--- config.mk ---
export PLATFORM = sky130hd
export DESIGN_NAME = pooling_window_buffer
export DESIGN_NICKNAME = d
export VERILOG_FILES = /design/src/rtl/pooling_window_buffer_pkg.sv /design/src/rtl/pooling_window_buffer_line_buffer.sv /design/src/rtl/pooling_window_buffer.sv
export SDC_FILE = /design/constraint.sdc
export NUM_CORES = 1
export LEC_CHECK = 0
export CORE_UTILIZATION = 35
export DETAILED_ROUTE_END_ITERATION = 12
export PLACE_DENSITY = 0.61
export RECOVER_POWER = 25
export SETUP_SLACK_MARGIN = 0.02
export SYNTH_ARGS = -nofsm -noshare
export SYNTH_HDL_FRONTEND = slang
export SYNTH_SLANG_ARGS = --single-unit
--- constraint.sdc ---
create_clock -name clk -period 5.45 [get_ports clk]
set_input_delay 1.09 -clock clk [delete_from_list [all_inputs] [get_ports clk]]
set_output_delay 1.09 -clock clk [all_outputs]
set_load 0.02 [all_outputs]
--- src/rtl/pooling_window_buffer_pkg.sv ---
// Shared definitions for the pooling window path: default window edge,
// element-index helper shared with max_pooling_unit, and counter sizing.
package pooling_window_buffer_pkg;

  localparam int POOL_DIM_DEFAULT = 2;

  // Element index of (row r, column c) inside a dim x dim window.
  function automatic int pool_idx(input int r, input int c, input int dim);
    return r * dim + c;
  endfunction

  function automatic int cnt_width(input int n);
    return (n > 1) ? $clog2(n) : 1;
  endfunction

endpackage

--- src/rtl/pooling_window_buffer_line_buffer.sv ---
// Holds the first POOL_DIM-1 rows of the current window band and presents
// the POOL_DIM columns ending at rd_col for every stored row.
module pool_line_buffer
  import pooling_window_buffer_pkg::*;
#(
  parameter int POOL_DIM  = POOL_DIM_DEFAULT,
  parameter int I_WIDTH   = 8,
  parameter int IMG_WIDTH = 8,
  localparam int CW       = cnt_width(IMG_WIDTH),
  localparam int PW       = cnt_width(POOL_DIM),
  localparam int LB_W     = (POOL_DIM - 1) * POOL_DIM * I_WIDTH
) (
  input  logic               clk,
  input  logic               we,
  input  logic [PW-1:0]      row_sel,
  input  logic [CW-1:0]      wr_col,
  input  logic [I_WIDTH-1:0] wr_data,
  input  logic [CW-1:0]      rd_col,
  output logic [LB_W-1:0]    rd_data
);

  logic [I_WIDTH-1:0] mem [POOL_DIM-1][IMG_WIDTH];

  // NOTE: storage has no reset; every location is written before it is read
  // in each band, so resetting it would only cost a large reset fan-out.
  always_ff @(posedge clk) begin
    if (we) mem[row_sel][wr_col] <= wr_data;
  end

  // rd_col is the last column of the window, so the band starts POOL_DIM-1 back.
  always_comb begin
    rd_data = '0;
    for (int r = 0; r < POOL_DIM - 1; r++) begin
      for (int c = 0; c < POOL_DIM; c++) begin
        rd_data[I_WIDTH*pool_idx(r, c, POOL_DIM) +: I_WIDTH] =
          mem[r][rd_col - CW'(POOL_DIM - 1 - c)];
      end
    end
  end

endmodule

--- src/rtl/pooling_window_buffer.sv ---
// Streaming raster-to-window converter: builds non-overlapping POOL_DIM x POOL_DIM
// windows from a one-element-per-beat feature map, feeding max_pooling_unit.
module pooling_window_buffer
  import pooling_window_buffer_pkg::*;
#(
  parameter int POOL_DIM   = POOL_DIM_DEFAULT,
  parameter int I_WIDTH    = 8,
  parameter int IMG_WIDTH  = 8,
  parameter int IMG_HEIGHT = 8,
  localparam int SIZE      = POOL_DIM * POOL_DIM
) (
  input  logic                    clk,
  input  logic                    rst_n,
  input  logic [I_WIDTH-1:0]      in_data,
  input  logic                    in_valid,
  output logic                    in_ready,
  output logic [I_WIDTH*SIZE-1:0] window_data,
  output logic                    window_valid,
  input  logic                    window_ready,
  output logic                    frame_done
);

  localparam int CW   = cnt_width(IMG_WIDTH);
  localparam int RW   = cnt_width(IMG_HEIGHT);
  localparam int PW   = cnt_width(POOL_DIM);
  localparam int LB_W = (POOL_DIM - 1) * POOL_DIM * I_WIDTH;

  if ((IMG_WIDTH % POOL_DIM) != 0 || (IMG_HEIGHT % POOL_DIM) != 0 || POOL_DIM < 2)
  begin : g_bad_dims
    $error("pooling_window_buffer: image dimensions must be multiples of POOL_DIM >= 2");
  end

  logic [CW-1:0]           col;
  logic [RW-1:0]           row;
  logic [PW-1:0]           rphase, cphase;
  logic [I_WIDTH-1:0]      sr [POOL_DIM-1];
  logic [LB_W-1:0]         lb_rd;
  logic [I_WIDTH*SIZE-1:0] win_next;
  logic                    window_last;
  logic                    in_fire, out_fire, last_row, complete;

  assign in_ready = !window_valid || window_ready;
  assign in_fire  = in_valid && in_ready;
  assign out_fire = window_valid && window_ready;
  assign last_row = (rphase == PW'(POOL_DIM - 1));
  assign complete = in_fire && last_row && (cphase == PW'(POOL_DIM - 1));

  pool_line_buffer #(
    .POOL_DIM  (POOL_DIM),
    .I_WIDTH   (I_WIDTH),
    .IMG_WIDTH (IMG_WIDTH)
  ) u_line_buffer (
    .clk     (clk),
    .we      (in_fire && !last_row),
    .row_sel (rphase),
    .wr_col  (col),
    .wr_data (in_data),
    .rd_col  (col),
    .rd_data (lb_rd)
  );

  always_ff @(posedge clk) begin
    if (in_fire && last_row) begin
      for (int i = 0; i < POOL_DIM - 2; i++) sr[i] <= sr[i+1];
      sr[POOL_DIM-2] <= in_data;
    end
  end

  // NOTE: every output is given a default first so no path leaves it unassigned,
  // which would otherwise infer a latch.
  always_comb begin
    win_next = '0;
    win_next[0 +: LB_W] = lb_rd;
    for (int c = 0; c < POOL_DIM - 1; c++) begin
      win_next[I_WIDTH*pool_idx(POOL_DIM - 1, c, POOL_DIM) +: I_WIDTH] = sr[c];
    end
    win_next[I_WIDTH*(SIZE-1) +: I_WIDTH] = in_data;
  end

  // NOTE: state is updated with non-blocking assignments so every register
  // sees the pre-edge values of the others, independent of statement order.
  always_ff @(posedge clk or negedge rst_n) begin
    if (!rst_n) begin
      col          <= '0;
      row          <= '0;
      rphase       <= '0;
      cphase       <= '0;
      window_data  <= '0;
      window_valid <= 1'b0;
      window_last  <= 1'b0;
      frame_done   <= 1'b0;
    end else begin
      frame_done <= out_fire && window_last;
      if (in_fire) begin
        if (col == CW'(IMG_WIDTH - 1)) begin
          col    <= '0;
          cphase <= '0;
          rphase <= last_row ? '0 : rphase + PW'(1);
          row    <= (row == RW'(IMG_HEIGHT - 1)) ? '0 : row + RW'(1);
        end else begin
          col    <= col + CW'(1);
          cphase <= (cphase == PW'(POOL_DIM - 1)) ? '0 : cphase + PW'(1);
        end
      end
      // A completing beat wins over a handshake so back-to-back windows have no bubble.
      if (complete) begin
        window_data  <= win_next;
        window_valid <= 1'b1;
        window_last  <= (row == RW'(IMG_HEIGHT - 1)) && (col == CW'(IMG_WIDTH - 1));
      end else if (out_fire) begin
        window_valid <= 1'b0;
      end
    end
  end

endmodule
* Word-level counts from Yosys, hierarchy flattened
Memory sizes are Yosys's and may differ from the RTL's. A register that Yosys moved wholly into a read port is not among the register bits.
Index checks and enable logic that the tools add are counted.
** Storage, ports and cells
- Register bits :: 43
- Bits in writable memories :: 72
- Input port bits :: 12
- Output and inout port bits :: 35
- Word-level logic and storage cells :: 55
- Memories kept :: 2
** Memories
- u_line_buffer.mem :: words 1, bits a word 64, rd ports 1, clocked after memory_dff 0, wr ports 1, RTL line pooling_window_buffer_line_buffer.sv:22 : logic [I_WIDTH-1:0] mem [POOL_DIM-1][IMG_WIDTH];
- sr :: words 1, bits a word 8, rd ports 1, clocked after memory_dff 1, wr ports 1, RTL line pooling_window_buffer.sv:36 : logic [I_WIDTH-1:0] sr [POOL_DIM-1];
** Operators by class
- $add $sub $neg :: 5
- Order comparisons :: 3
- Eq/ne operators :: 2
- Mux-type cells :: 19
- Bitwise logic cells :: 2
- Reductions and logical operators :: 14
** Operators with widths (number)
- 64-bit two-way mux :: 1
- 8-bit binary-select mux with 3-bit select :: 2
- 8-bit two-way mux :: 5
- 8-bit demux with 3-bit select :: 1
- 4-bit greater-or-equal comparator (second input constant) :: 2
- 1-bit logical AND :: 8
- 1-bit two-way mux :: 8
- 3-bit NOT with 4-bit output :: 2
- 3-bit by 1-bit adder with 3-bit output (second input constant) :: 2
- 3-bit equality test (second input constant) :: 2
- 3-bit two-way mux :: 2
- 4-bit by 1-bit less-than comparator with 1-bit output (second input constant) :: 1
- 1-bit zero test :: 3
- 3-bit by 1-bit subtractor with 3-bit output (second input constant) :: 1
- 1-bit adder (second input constant) :: 2
- 2-bit AND reduction :: 1
- 2-bit nonzero test :: 1
- 1-bit logical OR :: 1

* Depth between registers and ports, before layout
Gate-level depths: netlist of the first run.
- Depth in word-level cells :: 6
- Depth in mapped cells :: 8
- Depth with buffers taken out :: 6

* Hierarchy
From an unflattened synthesis of the first run, not the netlist that was laid out.
** Unflattened totals
- Cell total of the unflattened synthesis :: 268
- Area, all modules :: 5225.0 µm²
** Modules (own cells, without submodules)
- pool_line_buffer :: instances 1, cells each 154, area each 3169.3 µm², sequential area each 1921.8 µm²
- pooling_window_buffer :: instances 1, cells each 114, area each 2055.7 µm², sequential area each 1316.3 µm²

* Worst setup path before layout of the first run
OpenSTA, ideal clock, no wires.
- Path kind :: in2reg
- Start :: in window_ready
- End :: mem u_line_buffer.mem[0][10] (netlist bit), enable pin
- Setup time :: 395 ps
- Arrival time :: 2451 ps
- Required time :: 5055 ps
- Setup slack :: 2604 ps
- Cell stages on the path :: 5
- Buffers on the path :: 2
- Cells stage by stage :: nand2b_1 -> buf_4 -> nand2_1 -> buf_2 -> nor4_1
** On the way
- Cells in the longest elaborated chain, start to end :: 5
** RTL lines
- from (decl) :: RTL line pooling_window_buffer.sv:19 : input logic window_ready,
- 1-bit logical OR :: RTL line pooling_window_buffer.sv:42 : assign in_ready = !window_valid || window_ready;
- named net in_ready :: RTL line pooling_window_buffer.sv:16 : output logic in_ready,
- 1-bit logical AND :: RTL line pooling_window_buffer.sv:43 : assign in_fire = in_valid && in_ready;
- 1-bit logical AND :: RTL line pooling_window_buffer.sv:54 : .we (in_fire && !last_row),
- 1-bit two-way mux :: RTL line pooling_window_buffer_line_buffer.sv:27 : if (we) mem[row_sel][wr_col] <= wr_data;
- 64-bit two-way mux (implied by the code) :: RTL line pooling_window_buffer_line_buffer.sv:27
- to (decl) :: RTL line pooling_window_buffer_line_buffer.sv:22
The timed path passes the listed nets, and every way through them passes these cells.

* Final worst setup path of the first run
- Start :: in window_ready
- End :: out in_ready
** On the way
- Cells in the longest elaborated chain, start to end :: 1
** RTL lines (RTL line)
- 1-bit logical OR :: pooling_window_buffer.sv:42
- to (decl) :: pooling_window_buffer.sv:16
Every way passes these cells.

==> run metrics, run 1 <==
outcome finished with violations; failing checks max-capacitance violations, max-slew violations; GRT overflow 0; crit-path max FO 6; first-pass GRT wire length 17.5 mm; IO Pins 47; synthesized area 5030 um^2; Crit path required time 4.36 ns; CTS Hold Buffers Added 0; via count 2963; R2R setup slack 2.04 ns; Lkg Pwr 2.37 nW; Post-synth EDFFs 72; die area 14900 um^2; Routed Antenna Nets 0; Avg Vias per Cell 5.11; worst endpoint data arrival time 2.55 ns; Synth cell types 30; worst-margin pin slew 2.40 ns; Final Cycle Share 66.8%; # rows 43; share of layout cells above drive strength 1 20.8%; FF-to-FF End window_data[3]; initial antenna violation count 0; Async SR Flop Fraction 37.4%; Finish-stage setup viols 0; Setup crit end kind output port; Pre-antenna DRT Iters 4; Worst Path Buf+Inv 2; cell with the most instances after synthesis edfxtp_1; crit path cell chain dlygate4sd3_1 -> nand2b_1 -> clkdlybuf4s50_1; relative slew slack -59.8%; core area 13900 um^2; Peak VDD IR 270 uV; gpl congestion 0.762; Mapped Nets 355; CTS tree yes; crit path launch type input port; WL/cell 18.8 um; FMAX 275 MHz; CP peak stage delay 0.66 ns; Iter 0 DRT Violations 146; delay-heaviest family, CP buffers and inverters; Slowest cell on crit path clkdlybuf4s50_1; layout overhead on the synthesized area 22.1%; number of max-cap violations 1; power per cell area 630 nW/um^2; DRC 0; Synth Warn # 0; Routed WL 10.9 mm; RSZ-0062 raised after global routing no; Tot GR Track Use 16.4%; Root Buffer Master clkbuf_16; hold_sp window_last; sequential fraction of the synthesis area 64.4%; CP Class input port to output port; part of the power in registers 34.6%; die extent in x 122 um; hold endpoint window_last; Synth top area share 43.0%; clock skew 0.00652 ns; Setup TNS 0 ns; Sw Share 34.4%; hold path depth 2; top cells by area in the synthesized netlist edfxtp_1, dfrtp_1, mux2_2, mux2i_1, mux2_4; clock sinks 115; HP Class register to register; final hold slack 0.470 ns; Final Hold Fails 0; min Tclk post-route 3.64 ns; clock buffer depth 2; total CTS buffers 17; Syn Inst Count 338; Post-CTS Setup Bufs 0; Synth Area per Inst 14.9 um^2; Worst-path clk slew 0.05 ns; Synth Register Bits 115; clock share of power 26.2%; sw power 1.33 mW; largest net degree at the start of global routing 52; Top FF cell, synth edfxtp_1; Antenna diodes 0; Int Pwr 2.54 mW; count of pins over their slew limit 44; largest area contributor in the netlist edfxtp_1; RR Startpoint col[0]; IO Port Bufs 46; worst skew pair latency 0.41 ns; CTS H-tree lvls 4; vias in the first global route 3094; Starting Density 36.1%; post-CTS sizing 0; Die Ht 122 um; Synth top cells by count edfxtp_1, dfrtp_1, mux2_2; DP HPWL 7.03 mm; Comb power frac 39.3%; Layout Nets 404; r2r worst-path depth 6
-- cells in the final DEF (no fill, tap or decap), types with 2 or more instances in the layout --
cell and n:
o21ai_1 3, nand2b_1 4, clkinv_2 3, clkbuf_16 17, inv_1 2, mux2_4 15, xnor2_1 2, mux2i_1 32
buf_4 5, and3_1 2, clkdlybuf4s50_1 38, ha_1 5, dfrtp_1 42, nor4_1 4, nor2_1 12, clkinv_1 2
o31ai_1 8, clkbuf_1 6, mux2_2 36, o21ai_0 9, nand2_1 28, edfxtp_1 72, dlygate4sd3_1 7, clkbuf_8 3
o22ai_1 32
-- per-stage QoR --
step	area [um^2]	power (mW)	setup WS (ns)	cells	utilization [%]
after global placement	5600	2.85	1.90	548	40.2
after floorplan	5030	2.40	2.60	338	-
after detailed placement	5600	2.87	1.89	548	40.2
final	6140	3.87	1.81	580	44.1
after global routing	6140	4.07	1.75	580	44.1
after CTS	6140	3.90	1.88	580	44.1
-- state kept, by name, indices dropped and copies added, names as in the netlist, 3 cells and up --
register / cells
u_line_buffer.mem: 64
window_data: 32
row: 3
sr: 8
col: 3
-- routing by layer --
layer  up-vias  part of all wire (%)  GRT usage [%]
met5         -                     0              0
met4         0                   1.6           7.18
met3        14                   5.6           4.17
met2        95                    45           23.4
met1      1466                    48           23.3
li1       1388                     -              -
-- layout make-up --
| cell class | instances | area [um^2] |
|---|---|---|
| clock inverters | 7 | 60.1 |
| flip-flops and latches | 115 | 3240 |
| clock buffers | 25 | 485 |
| multi-input cells | 200 | 1630 |
| well taps | 180 | 225 |
| inverters | 2 | 7.51 |
| repair buffers | 51 | 492 |
| fillers | 1219 | 7790 |
-- worst min-delay path: cells and delay by family (launching register included) --
kind             cells  cell delay (ns)
flip-flops           1             0.33
AND/OR/NAND/NOR      1             0.04
AO/OA/AOI/OAI        1             0.06
-- worst max-delay path by stage --
stage                      start                        to  cells past startpoint  slack, ns
global route        window_ready                  in_ready                      3       1.75
CTS                 window_ready                  in_ready                      3       1.88
floorplan           window_ready  u_line_buffer.mem[0][10]                      5       2.60
finish              window_ready                  in_ready                      3       1.81
global placement    window_ready                  in_ready                      3       1.90
detailed placement  window_ready                  in_ready                      3       1.89
-- power groups by stage --
| stage | combinational, mW | clock, mW | sequential [mW] |
|---|---|---|---|
| after detailed placement | 1.52 | 0 | 1.35 |
| after CTS | 1.53 | 1.04 | 1.34 |
| after global routing | 1.62 | 1.07 | 1.37 |
| final | 1.52 | 1.01 | 1.34 |
| after floorplan | 1.01 | 0 | 1.39 |
| after global placement | 1.50 | 0 | 1.35 |
-- cell families (layout without fill, tap and decap cells) --
family | count (synthesis) | count (layout) | synth area share (%)
DFF | 115 | 115 | 64.4
and+or+nand+nor | 56 | 56 | 5.22
muxes | 83 | 83 | 18.9
buffers and inverters | 23 | 85 | 3.18
adders and majority gates | 5 | 5 | 1.24
AOI/OAI and AO/OA | 53 | 53 | 6.52
xor gates and xnor gates | 3 | 3 | 0.523
Power figures use the tool's default switching activity.
==> inputs of run 2 (changes only) <==
- clock period: 5.45 -> 3.4 ns (I/O delays scaled with it)
==> run metrics, run 2 (same netlist as run 1, synthesis figures left out) <==
Peak VDD IR 436 uV; share of layout cells above drive strength 1 21.3%; first-pass GRT wire length 17.4 mm; relative slew slack -17.8%; Post-CTS Setup Bufs 0; crit path cell chain dlygate4sd3_1 -> nand2b_1 -> clkdlybuf4s50_1; RR Startpoint col[1]; hold endpoint window_data[9]; commonest non-fill, non-tap cell in the layout edfxtp_1; number of max-cap violations 1; CTS tree yes; failing checks max-capacitance violations, max-slew violations; Final Cycle Share 83.2%; Antenna diodes 0; # fillers 1290; Worst Path Buf+Inv 2; min Tclk post-route 2.83 ns; initial antenna violation count 0; total power 6.21 mW; outcome finished with violations; power per cell area 1000 nW/um^2; clock sinks 115; Worst-path clk slew 0.05 ns; die extent in x 122 um; worst endpoint data arrival time 2.15 ns; most frequent cells in the layout edfxtp_1, dfrtp_1, clkdlybuf4s50_1; DRC 0; R2R setup slack 1.04 ns; HP Class register to register; Tot GR Track Use 16.6%; Routed Antenna Nets 0; CTS Hold Buffers Added 0; FF-to-FF End window_data[3]; CTS H-tree lvls 4; Regs by FF count u_line_buffer.mem: 64 flops, window_data: 32 flops, sr: 8 flops; Pre-antenna DRT Iters 4; met3 usage 4.12%; post-route cell area 6190 um^2; routing usage on met2 23.6%; final hold slack 0.470 ns; crit path launch type input port; hold path depth 2; crit-path max FO 6; delay-heaviest family, CP buffers and inverters; Routed WL 11.0 mm; FMAX 353 MHz; Crit path required time 2.72 ns; Lkg Pwr 2.41 nW; CP Class input port to output port; layout overhead on the synthesized area 23.1%; r2r worst-path depth 6; vias in the first global route 3085; Final Hold Fails 0; core area 13900 um^2; Util after Layout 44.4%; Finish-stage setup viols 0; # rows 43; Avg Vias per Cell 5.00; hold_sp window_data[9]; clock skew 0.00557 ns; WL/cell 18.7 um; worst-margin pin slew 1.77 ns; largest net degree at the start of global routing 42; via count 2942; global route hottest layer met2; Die Ht 122 um; RSZ-0062 raised after global routing no; GRT overflow 0; die area 14900 um^2; CP peak stage delay 0.66 ns; Setup crit end kind output port; worst skew pair latency 0.41 ns; IO Port Bufs 46; IO Pins 47; Layout Nets 412; max reg flops 64; DP HPWL 7.34 mm; post-CTS sizing 0; M1 GR Usage 23.1%; gpl congestion 0.799; Top reg by flops u_line_buffer.mem; Setup TNS 0 ns; Slowest cell on crit path clkdlybuf4s50_1; clock buffer depth 2; total CTS buffers 17; count of pins over their slew limit 33; Root Buffer Master clkbuf_16; Iter 0 DRT Violations 118; Post-DP Area 5680 um^2; Starting Density 36.1%
## run 2: power breakdown
group	total, mW	internal (mW)	switching, mW
Clock	1.56	0.987	0.568
Combinational	2.61	1.23	1.38
Sequential	2.04	1.84	0.198
Total	6.21	4.06	2.15
## run 2: through the flow
step	instances	setup WS, ns
floorplan	338	0.964
global placement	556	0.655
detailed placement	556	0.621
CTS	588	0.623
global route	588	0.478
finish	588	0.570
## run 2: worst max path at each step
stage / start / slack [ns] / cells after the start / endpoint
finish: window_ready / 0.57 / 3 / in_ready
global route: window_ready / 0.48 / 3 / in_ready
CTS: window_ready / 0.62 / 3 / in_ready
detailed placement: window_ready / 0.62 / 3 / in_ready
global placement: window_ready / 0.66 / 3 / in_ready
floorplan: window_ready / 0.96 / 5 / u_line_buffer.mem[0][10]
## run 2: final cells by class
cell class | instances | area (um^2) | area share, %
clock buffer | 24 | 452 | 7.30
clock inverter | 8 | 61.3 | 0.991
inverter | 2 | 7.51 | 0.121
multi-input combinational | 200 | 1630 | 26.3
sequential | 115 | 3240 | 52.3
tap | 180 | 225 | 3.64
timing repair buffer | 59 | 573 | 9.26
## run 2: routing by layer
metal  share of wire (%)  wire length, um
met4                 2.3              256
met5                   0                0
met3                 5.3              581
met1                  48             5270
met2                  45             4910
## run 2: worst register-to-register path, stage by stage, from the launching register on
cell	delay, ns
dfrtp_1	0.42
inv_1	0.07
ha_1	0.70
buf_12	0.26
mux2_2	0.35
o22ai_1	0.30
o31ai_1	0.13
==> inputs of run 3 (changes only) <==
- clock period: 3.4 -> 2.85 ns (I/O delays scaled with it)
==> run metrics, run 3 (same netlist as run 1, synthesis figures left out) <==
outcome finished with violations; failing checks max-capacitance violations, max-slew violations; largest net degree at the start of global routing 42; FMAX 384 MHz; die extent in x 122 um; r2r worst-path depth 6; Lkg Pwr 2.42 nW; GRT overflow 0; Iter 0 DRT Violations 167; Peak VDD IR 594 uV; CTS Hold Buffers Added 0; hold_sp sr[0][7]; Util after Layout 44.5%; M1 GR Usage 23.1%; Setup TNS 0 ns; Starting Density 36.1%; clock skew 0.00831 ns; IO Pins 47; vias in the first global route 3155; DRC 0; HP Class register to register; hold endpoint window_data[23]; power per cell area 1200 nW/um^2; clock sinks 115; clock buffer depth 2; met3 usage 4.78%; Placed Cells 557; commonest non-fill, non-tap cell in the layout edfxtp_1; Die Ht 122 um; Post-CTS Setup Bufs 0; # rows 43; Final Cycle Share 91.3%; count of pins over their slew limit 28; first-pass GRT wire length 17.6 mm; Setup crit end kind output port; die area 14900 um^2; number of max-cap violations 1; CTS H-tree lvls 4; worst skew pair latency 0.42 ns; worst endpoint data arrival time 2.03 ns; Finished Layout Cells 589; hold path depth 1; Worst Path Buf+Inv 2; worst-margin pin slew 1.55 ns; CTS tree yes; most frequent cells in the layout edfxtp_1, dfrtp_1, clkdlybuf4s50_1; min Tclk post-route 2.60 ns; routing usage on met2 24.0%; Routed Antenna Nets 0; CP Class input port to output port; crit-path max FO 6; Worst-path clk slew 0.05 ns; Slowest cell on crit path clkdlybuf4s50_1; Layout Nets 413; layout overhead on the synthesized area 23.4%; RSZ-0062 raised after global routing no; RR Startpoint col[1]; total power 7.43 mW; Finish-stage setup viols 0; Antenna diodes 0; Tot GR Track Use 16.7%; global route hottest layer met2; max reg flops 64; crit path cell chain dlygate4sd3_1 -> nand2b_1 -> clkdlybuf4s50_1; Final Hold Fails 0; relative slew slack -3.50%; share of layout cells above drive strength 1 22.7%; WL/cell 18.6 um; IO Port Bufs 46; initial antenna violation count 0; Regs by FF count u_line_buffer.mem: 64 flops, window_data: 32 flops, sr: 8 flops; Top reg by flops u_line_buffer.mem; core area 13900 um^2; DP HPWL 7.37 mm; via count 2994; CP peak stage delay 0.66 ns; crit path launch type input port; Routed WL 11.0 mm; Avg Vias per Cell 5.08; Crit path required time 2.28 ns; # fillers 1235; Root Buffer Master clkbuf_16; Multi-input gate area 1630 um^2; delay-heaviest family, CP buffers and inverters; Sequential Area 3240 um^2; FF-to-FF End window_data[3]; post-CTS sizing 0; Pre-antenna DRT Iters 4; R2R setup slack 0.73 ns; gpl congestion 0.818; total CTS buffers 17
==> run 3: cell count changes in the layout (fill, tap and decap cells not counted) <==
cell             before  now
clkinv_2              4    6
clkdlybuf4s50_1      41   40
dlygate4sd3_1         4    5
buf_4                10   13
buf_12                2    0
bufinv_16             1    2
clkbuf_1              9    3
clkinvlp_4            0    2
clkinv_1              3    4
==> run 3: how the worst max path moves through the flow <==
stage / start / to / slack (ns) / cells after the start
final: window_ready / in_ready / 0.25 / 3
after global routing: window_ready / in_ready / 0.16 / 3
after CTS: window_ready / in_ready / 0.30 / 3
after detailed placement: window_ready / in_ready / 0.31 / 3
after global placement: window_ready / in_ready / 0.32 / 3
after floorplan: window_ready / u_line_buffer.mem[0][10] / 0.52 / 5
==> run 3: cell type report <==
type	count	share of cell area, %
clock buffers	18	6.91
repair buffers	60	8.95
clock inverters	14	1.94
inverters	2	0.121
flip-flops and latches	115	52.2
multi-input cells	200	26.3
well taps	180	3.63
==> run 3: per-stage QoR <==
| step | hold WS [ns] | cell area [um^2] | setup WS (ns) |
|---|---|---|---|
| after floorplan | 0.274 | 5030 | 0.524 |
| after global placement | 0.464 | 5660 | 0.323 |
| after detailed placement | 0.468 | 5660 | 0.310 |
| after CTS | 0.190 | 6210 | 0.301 |
| after global routing | 0.497 | 6210 | 0.160 |
| final | 0.471 | 6210 | 0.248 |
==> run 3: per-layer routing <==
metal,vias to the layer above,part of all wire [%]
met5,-,0
met4,0,1.7
met3,17,6.2
met2,94,45
met1,1481,47
li1,1402,-
==> run 3: power by group <==
part	total [mW]	switching (mW)	internal, mW
Clock	1.97	0.711	1.26
Sequential	2.43	0.238	2.19
Combinational	3.03	1.62	1.42
Total	7.43	2.57	4.87
